--- src/rtl/theia_wb_interconnect.sv ---
// N-core Wishbone master interconnect: round-robin arbitration with burst-limit
// preemption, owner-muxed external bus, stall timeout abort and DONE aggregation.
module theia_wb_interconnect #(
    parameter int NCORES    = 4,
    parameter int WB_WIDTH  = 32,
    parameter int TAG_W     = 2,
    parameter int MAX_BURST = 16,
    parameter int TIMEOUT   = 255
) (
    input  logic                         CLK_I,
    input  logic                         RST_I,
    input  logic [NCORES-1:0]            CORE_CYC_I,
    input  logic [NCORES-1:0]            CORE_STB_I,
    input  logic [NCORES-1:0]            CORE_WE_I,
    input  logic [NCORES*WB_WIDTH-1:0]   CORE_ADR_I,
    input  logic [NCORES*WB_WIDTH-1:0]   CORE_DAT_I,
    input  logic [NCORES*TAG_W-1:0]      CORE_TGA_I,
    output logic [NCORES-1:0]            CORE_GNT_O,
    output logic [NCORES-1:0]            CORE_ACK_O,
    output logic [NCORES-1:0]            CORE_ERR_O,
    input  logic [NCORES-1:0]            CORE_DONE_I,
    input  logic [NCORES-1:0]            CORE_EN_I,
    output logic                         CYC_O,
    output logic                         STB_O,
    output logic                         WE_O,
    output logic [WB_WIDTH-1:0]          ADR_O,
    output logic [WB_WIDTH-1:0]          DAT_O,
    output logic [TAG_W-1:0]             TGA_O,
    input  logic                         ACK_I,
    output logic [$clog2(NCORES)-1:0]    OWNER_O,
    output logic                         DONE_O
);

    localparam int OW = $clog2(NCORES);
    localparam int BW = (MAX_BURST > 0) ? $clog2(MAX_BURST + 1) : 1;
    localparam int TW = (TIMEOUT > 0) ? $clog2(TIMEOUT + 1) : 1;
    localparam logic [BW-1:0] BURST_MAX  = BW'(MAX_BURST);
    localparam logic [BW-1:0] BURST_LAST = BW'((MAX_BURST > 0) ? MAX_BURST - 1 : 0);
    localparam logic [TW-1:0] TMO_LAST   = TW'((TIMEOUT > 0) ? TIMEOUT - 1 : 0);

    localparam logic [1:0] ST_IDLE  = 2'd0;
    localparam logic [1:0] ST_BUSY  = 2'd1;
    localparam logic [1:0] ST_YIELD = 2'd2;

    logic [1:0]        state_reg;
    logic [OW-1:0]     owner_reg;
    logic [NCORES-1:0] gnt_reg;
    logic [NCORES-1:0] err_reg;
    logic [NCORES-1:0] lock_reg;
    logic [BW-1:0]     burst_reg;
    logic [TW-1:0]     tmo_reg;
    logic              done_reg;

    logic [NCORES-1:0] req;
    logic              busy;
    logic              own_stb;
    logic              ack_hit;
    logic              owner_off;
    logic              other_req;
    logic              tmo_fire;
    logic              burst_full;
    logic              rr_found;
    logic [OW-1:0]     rr_pick;
    logic [OW-1:0]     rr_cand;

    assign req       = CORE_CYC_I & CORE_EN_I & ~lock_reg;
    assign busy      = (state_reg == ST_BUSY);
    assign own_stb   = CORE_STB_I[owner_reg];
    assign ack_hit   = busy & own_stb & ACK_I;
    assign owner_off = ~CORE_CYC_I[owner_reg] | ~CORE_EN_I[owner_reg];
    assign other_req = |(req & ~gnt_reg);

    // An ACK in the final stall cycle wins over the abort.
    assign tmo_fire   = (TIMEOUT > 0) && own_stb && !ACK_I && (tmo_reg == TMO_LAST);
    assign burst_full = (MAX_BURST > 0) &&
                        ((burst_reg == BURST_MAX) || (ack_hit && (burst_reg == BURST_LAST)));

    // Round-robin search starting just after the current/last owner.
    always_comb begin
        rr_found = 1'b0;
        rr_pick  = '0;
        rr_cand  = '0;
        for (int i = 1; i <= NCORES; i++) begin
            rr_cand = OW'((int'(owner_reg) + i) % NCORES);
            if (!rr_found && req[rr_cand]) begin
                rr_found = 1'b1;
                rr_pick  = rr_cand;
            end
        end
    end

    assign CYC_O      = busy;
    assign STB_O      = busy & own_stb;
    assign WE_O       = busy & CORE_WE_I[owner_reg];
    assign ADR_O      = busy ? CORE_ADR_I[int'(owner_reg)*WB_WIDTH +: WB_WIDTH] : '0;
    assign DAT_O      = busy ? CORE_DAT_I[int'(owner_reg)*WB_WIDTH +: WB_WIDTH] : '0;
    assign TGA_O      = busy ? CORE_TGA_I[int'(owner_reg)*TAG_W +: TAG_W] : '0;
    assign CORE_GNT_O = gnt_reg;
    assign CORE_ERR_O = err_reg;
    assign OWNER_O    = owner_reg;
    assign DONE_O     = done_reg;

    genvar gi;
    generate
        for (gi = 0; gi < NCORES; gi++) begin : g_ack
            assign CORE_ACK_O[gi] = busy & ACK_I & (owner_reg == OW'(gi));
        end
    endgenerate

    always_ff @(posedge CLK_I or negedge RST_I) begin
        if (!RST_I) begin
            state_reg <= ST_IDLE;
            owner_reg <= OW'(NCORES - 1);
            gnt_reg   <= '0;
            err_reg   <= '0;
            lock_reg  <= '0;
            burst_reg <= '0;
            tmo_reg   <= '0;
            done_reg  <= 1'b0;
        end else begin
            err_reg  <= '0;
            done_reg <= &(CORE_DONE_I | ~CORE_EN_I);
            lock_reg <= lock_reg & CORE_CYC_I;
            case (state_reg)
                ST_IDLE: begin
                    if (rr_found) begin
                        owner_reg <= rr_pick;
                        gnt_reg   <= {{(NCORES-1){1'b0}}, 1'b1} << rr_pick;
                        burst_reg <= '0;
                        tmo_reg   <= '0;
                        state_reg <= ST_BUSY;
                    end
                end
                ST_BUSY: begin
                    if (owner_off) begin
                        gnt_reg   <= '0;
                        state_reg <= ST_IDLE;
                    end else if (tmo_fire) begin
                        err_reg   <= gnt_reg;
                        lock_reg  <= (lock_reg & CORE_CYC_I) | gnt_reg;
                        gnt_reg   <= '0;
                        state_reg <= ST_IDLE;
                    end else if (burst_full && other_req) begin
                        gnt_reg   <= '0;
                        state_reg <= ST_YIELD;
                    end else begin
                        // Saturate so a lone owner keeps streaming past the limit.
                        if (ack_hit && (burst_reg != BURST_MAX || MAX_BURST == 0))
                            burst_reg <= burst_reg + BW'(1);
                        if (TIMEOUT > 0 && own_stb && !ACK_I)
                            tmo_reg <= tmo_reg + TW'(1);
                        else
                            tmo_reg <= '0;
                    end
                end
                ST_YIELD: begin
                    state_reg <= ST_IDLE;
                end
                default: begin
                    gnt_reg   <= '0;
                    state_reg <= ST_IDLE;
                end
            endcase
        end
    end

endmodule

--- config.mk ---
export PLATFORM = sky130hd
export DESIGN_NAME = theia_wb_interconnect
export DESIGN_NICKNAME = d
export VERILOG_FILES = /design/src/rtl/theia_wb_interconnect.sv
export SDC_FILE = /design/constraint.sdc
export NUM_CORES = 1
export LEC_CHECK = 0
export ABC_AREA = 1
export BUFFER_PORTS_ARGS = -buffer_cell sky130_fd_sc_hd__buf_2
export CAP_MARGIN = 10
export CORE_AREA = 2 2 143 145
export CTS_BUF_LIST = sky130_fd_sc_hd__clkbuf_16
export CTS_CLUSTER_DIAMETER = 50
export DETAILED_ROUTE_END_ITERATION = 8
export DIE_AREA = 0 0 145 147
export RECOVER_POWER = 100
export SETUP_SLACK_MARGIN = 0.2
export SLEW_MARGIN = 30
export SYNTH_ARGS = -nofsm -noshare
export SYNTH_HDL_FRONTEND = slang
export SYNTH_SLANG_ARGS = --single-unit
--- constraint.sdc ---
create_clock -name CLK_I -period 2.33 [get_ports CLK_I]
set_input_delay 0.3495 -clock CLK_I [delete_from_list [all_inputs] [get_ports CLK_I]]
set_output_delay 0.3495 -clock CLK_I [all_outputs]
set_load 0.1 [all_outputs]
==> metrics.txt <==
largest net degree at the start of global routing 53; RSZ-0062 raised after global routing true; Total Wirelength 24900 µm; number of max-cap violations 1; Critical Path Sink ADR_O[27]; Worst Skew 4.81 ps; clock slew at reported path FFs 50 ps; Total GRT Usage 22.0%; total CTS buffers 5; first-pass GRT wire length around 38000 µm; status finished, violations left; final core occ 47.9%; FF-to-FF path depth 11; die area ~21000 µm²; I/O Buffers 370; CP arrival 2040 ps; post-synth cell types 35; Max FO, Critical Path 42; max FFs per register 8; CP Class reg -> out; Syn Inst Count 793; violated checks capacitance limit, slew limit, setup timing; CP Launch Type register; Worst-Margin Slew roughly 1600 ps; Final WS setup -60.1 ps; worst r2r src OWNER_O[0]$_DFFE_PN1P_; Final ANT Viol Nets 0; die height 147 µm; final setup vio count 26; clock sinks 30; commonest non-fill, non-tap cells in the layout 285 x buf_2, 248 x nor2_1, 82 x buf_12, 75 x nand2_1, 70 x o21ai_2; Final TNS setup -556 ps; I/O Pins 371; CTS tree yes; RR Endpoint tmo_reg[2]$_DFFE_PN0P_; CTS max path bufs 2; initial antenna violation count 5; total gr overflow 0; via count 6919; GPL Wtd Cong 0.908; Final #Nets 1471; CTS Root Cell clkbuf_16; worst endpoint required time 1980 ps; Critical Path Sink Type output pin; Ys Warns 0; CTS hold repair buffers 0; fillcell total slightly below 2000; Vias/cell 4.77; TritonRoute pass-1 iters 4; share of layout cells above drive strength 1 55.3%; CTS H-Tree Depth 2; Hold Violations, Final 0; Initial DRC Count around 320; HP Class in -> reg; crit share post-route 103%; Setup crit start OWNER_O[0]$_DFFE_PN1P_; Post-Syn Nets 1089; worst skew pair latency 270 ps; register area share after synthesis 17.8%; Die X 145 µm; starting density of the core about a fifth; DR DRC count 0; Area Overhead vs Synth 125%; Synth Register Bits 30; core area 19800 µm²; Pins Over Slew Limit 31; Mean Syn Cell Area 5.33 µm²; setup slack, reg-to-reg 110 ps; Min Clock Period, post-route 2390 ps; pre-CTS setup slack just under 60 ps; vias in the first global route 6784; DP HPWL ~19000 µm; synthesized cell area 4230 µm²; commonest non-fill, non-tap cell in the layout buf_2; standard-cell rows 52; fmax ~420 MHz; WL/cell 17.2 µm; Slew HR -7.36%
area by class of cell:
type / instances / area [µm²] / area share [%]
clock inverters: 3 / 12.5 / 0.132
flip-flops and latches: 30 / 761 / 8.00
diodes: 5 / 12.5 / 0.132
well taps: 270 / 338 / 3.55
clock buffers: 5 / 125 / 1.32
inverters: 37 / 146 / 1.54
repair buffers: 432 / 3720 / 39.1
multi-input cells: 669 / 4390 / 46.2
metal layers:
layer	part of all wire [%]	routed length [µm]	track usage (%)
met2	48	12100	37.8
met4	2.0	501	5.89
met3	9.2	2290	6.37
met1	40	10100	26.8
met5	0	0	1.14
kinds of logic (layout without fill, tap and decap cells):
logic type | after synthesis | after routing | synth area share, %
AO/OA/AOI/OAI | 227 | 227 | 27.8
other | 0 | 5 | 0
flip-flops | 30 | 30 | 17.8
AND/OR/NAND/NOR | 429 | 429 | 41.7
buffers and inverters | 94 | 477 | 9.26
XOR/XNOR | 4 | 4 | 0.828
adder cells (fa/ha/maj) | 9 | 9 | 2.66
repair_timing:
item / 4_1_cts / 5_1_grt
setup buffers: 9 / 3
cloned: 3 / 2
pin swaps: 18 / 34
gates resized for setup: 280 / 82
hold endpoints to repair: 0 / 0
endpoints found under the setup margin: 89 / 101
how the worst min path moves through the flow:
| stage | to | start | depth (start not counted) |
|---|---|---|---|
| detailed placement | burst_reg[3]$_DFFE_PN0P_ | RST_I | 1 |
| finish | DONE_O$_DFF_PN0_ | CORE_EN_I[3] | 2 |
| floorplan | CORE_ERR_O[0]$_DFF_PN0_ | RST_I | 0 |
| CTS | burst_reg[0]$_DFFE_PN0P_ | RST_I | 1 |
| global placement | CORE_ERR_O[2]$_DFF_PN0_ | RST_I | 1 |
| global route | DONE_O$_DFF_PN0_ | CORE_EN_I[3] | 2 |
critical path, cell delays in order (launching register included):
cell     delay [ps]
dfstp_4         730
inv_6           120
buf_12          200
buf_4           210
o21ai_2         200
a21oi_4          90
buf_12          170
synth_stat cells:
master | n | share of area (%)
a21o_1 | 4 | 0.71
buf_1 | 9 | 0.80
nor2_2 | 2 | 0.30
nand2_2 | 6 | 0.89
inv_4 | 1 | 0.15
nand3_2 | 1 | 0.24
ha_1 | 9 | 2.7
o21ai_1 | 8 | 0.95
xnor2_1 | 1 | 0.21
or2_2 | 3 | 0.44
o21ai_2 | 1 | 0.21
clkinv_1 | 1 | 0.089
dfstp_2 | 2 | 1.2
buf_2 | 11 | 1.3
inv_1 | 32 | 2.8
buf_6 | 3 | 0.80
nand3b_1 | 1 | 0.18
o22ai_1 | 1 | 0.15
nor2_1 | 289 | 26
nor2_4 | 2 | 0.53
nand3_1 | 28 | 3.3
nor3_1 | 5 | 0.59
nand2_1 | 77 | 6.8
dfrtp_1 | 28 | 17
nor3_2 | 4 | 0.95
a22oi_1 | 2 | 0.35
o21ai_0 | 140 | 17
nand4_1 | 10 | 1.5
xor2_1 | 3 | 0.62
a21oi_1 | 68 | 8.0
inv_2 | 3 | 0.27
a221oi_1 | 1 | 0.21
clkbuf_1 | 34 | 3.0
o211ai_2 | 2 | 0.59
nand4_2 | 1 | 0.30
per-stage QoR:
step                cell area [µm²]  std cells  hold WS [ps]
floorplan                      5180        793          53.9
global placement               7990       1421           435
detailed placement             7990       1421           432
CTS                            9150       1441           141
global route                   9500       1450           308
finish                         9510       1451           284
Power is not shown: default switching activity piles up to over one toggle a cycle in this logic, so the estimate is an artifact.
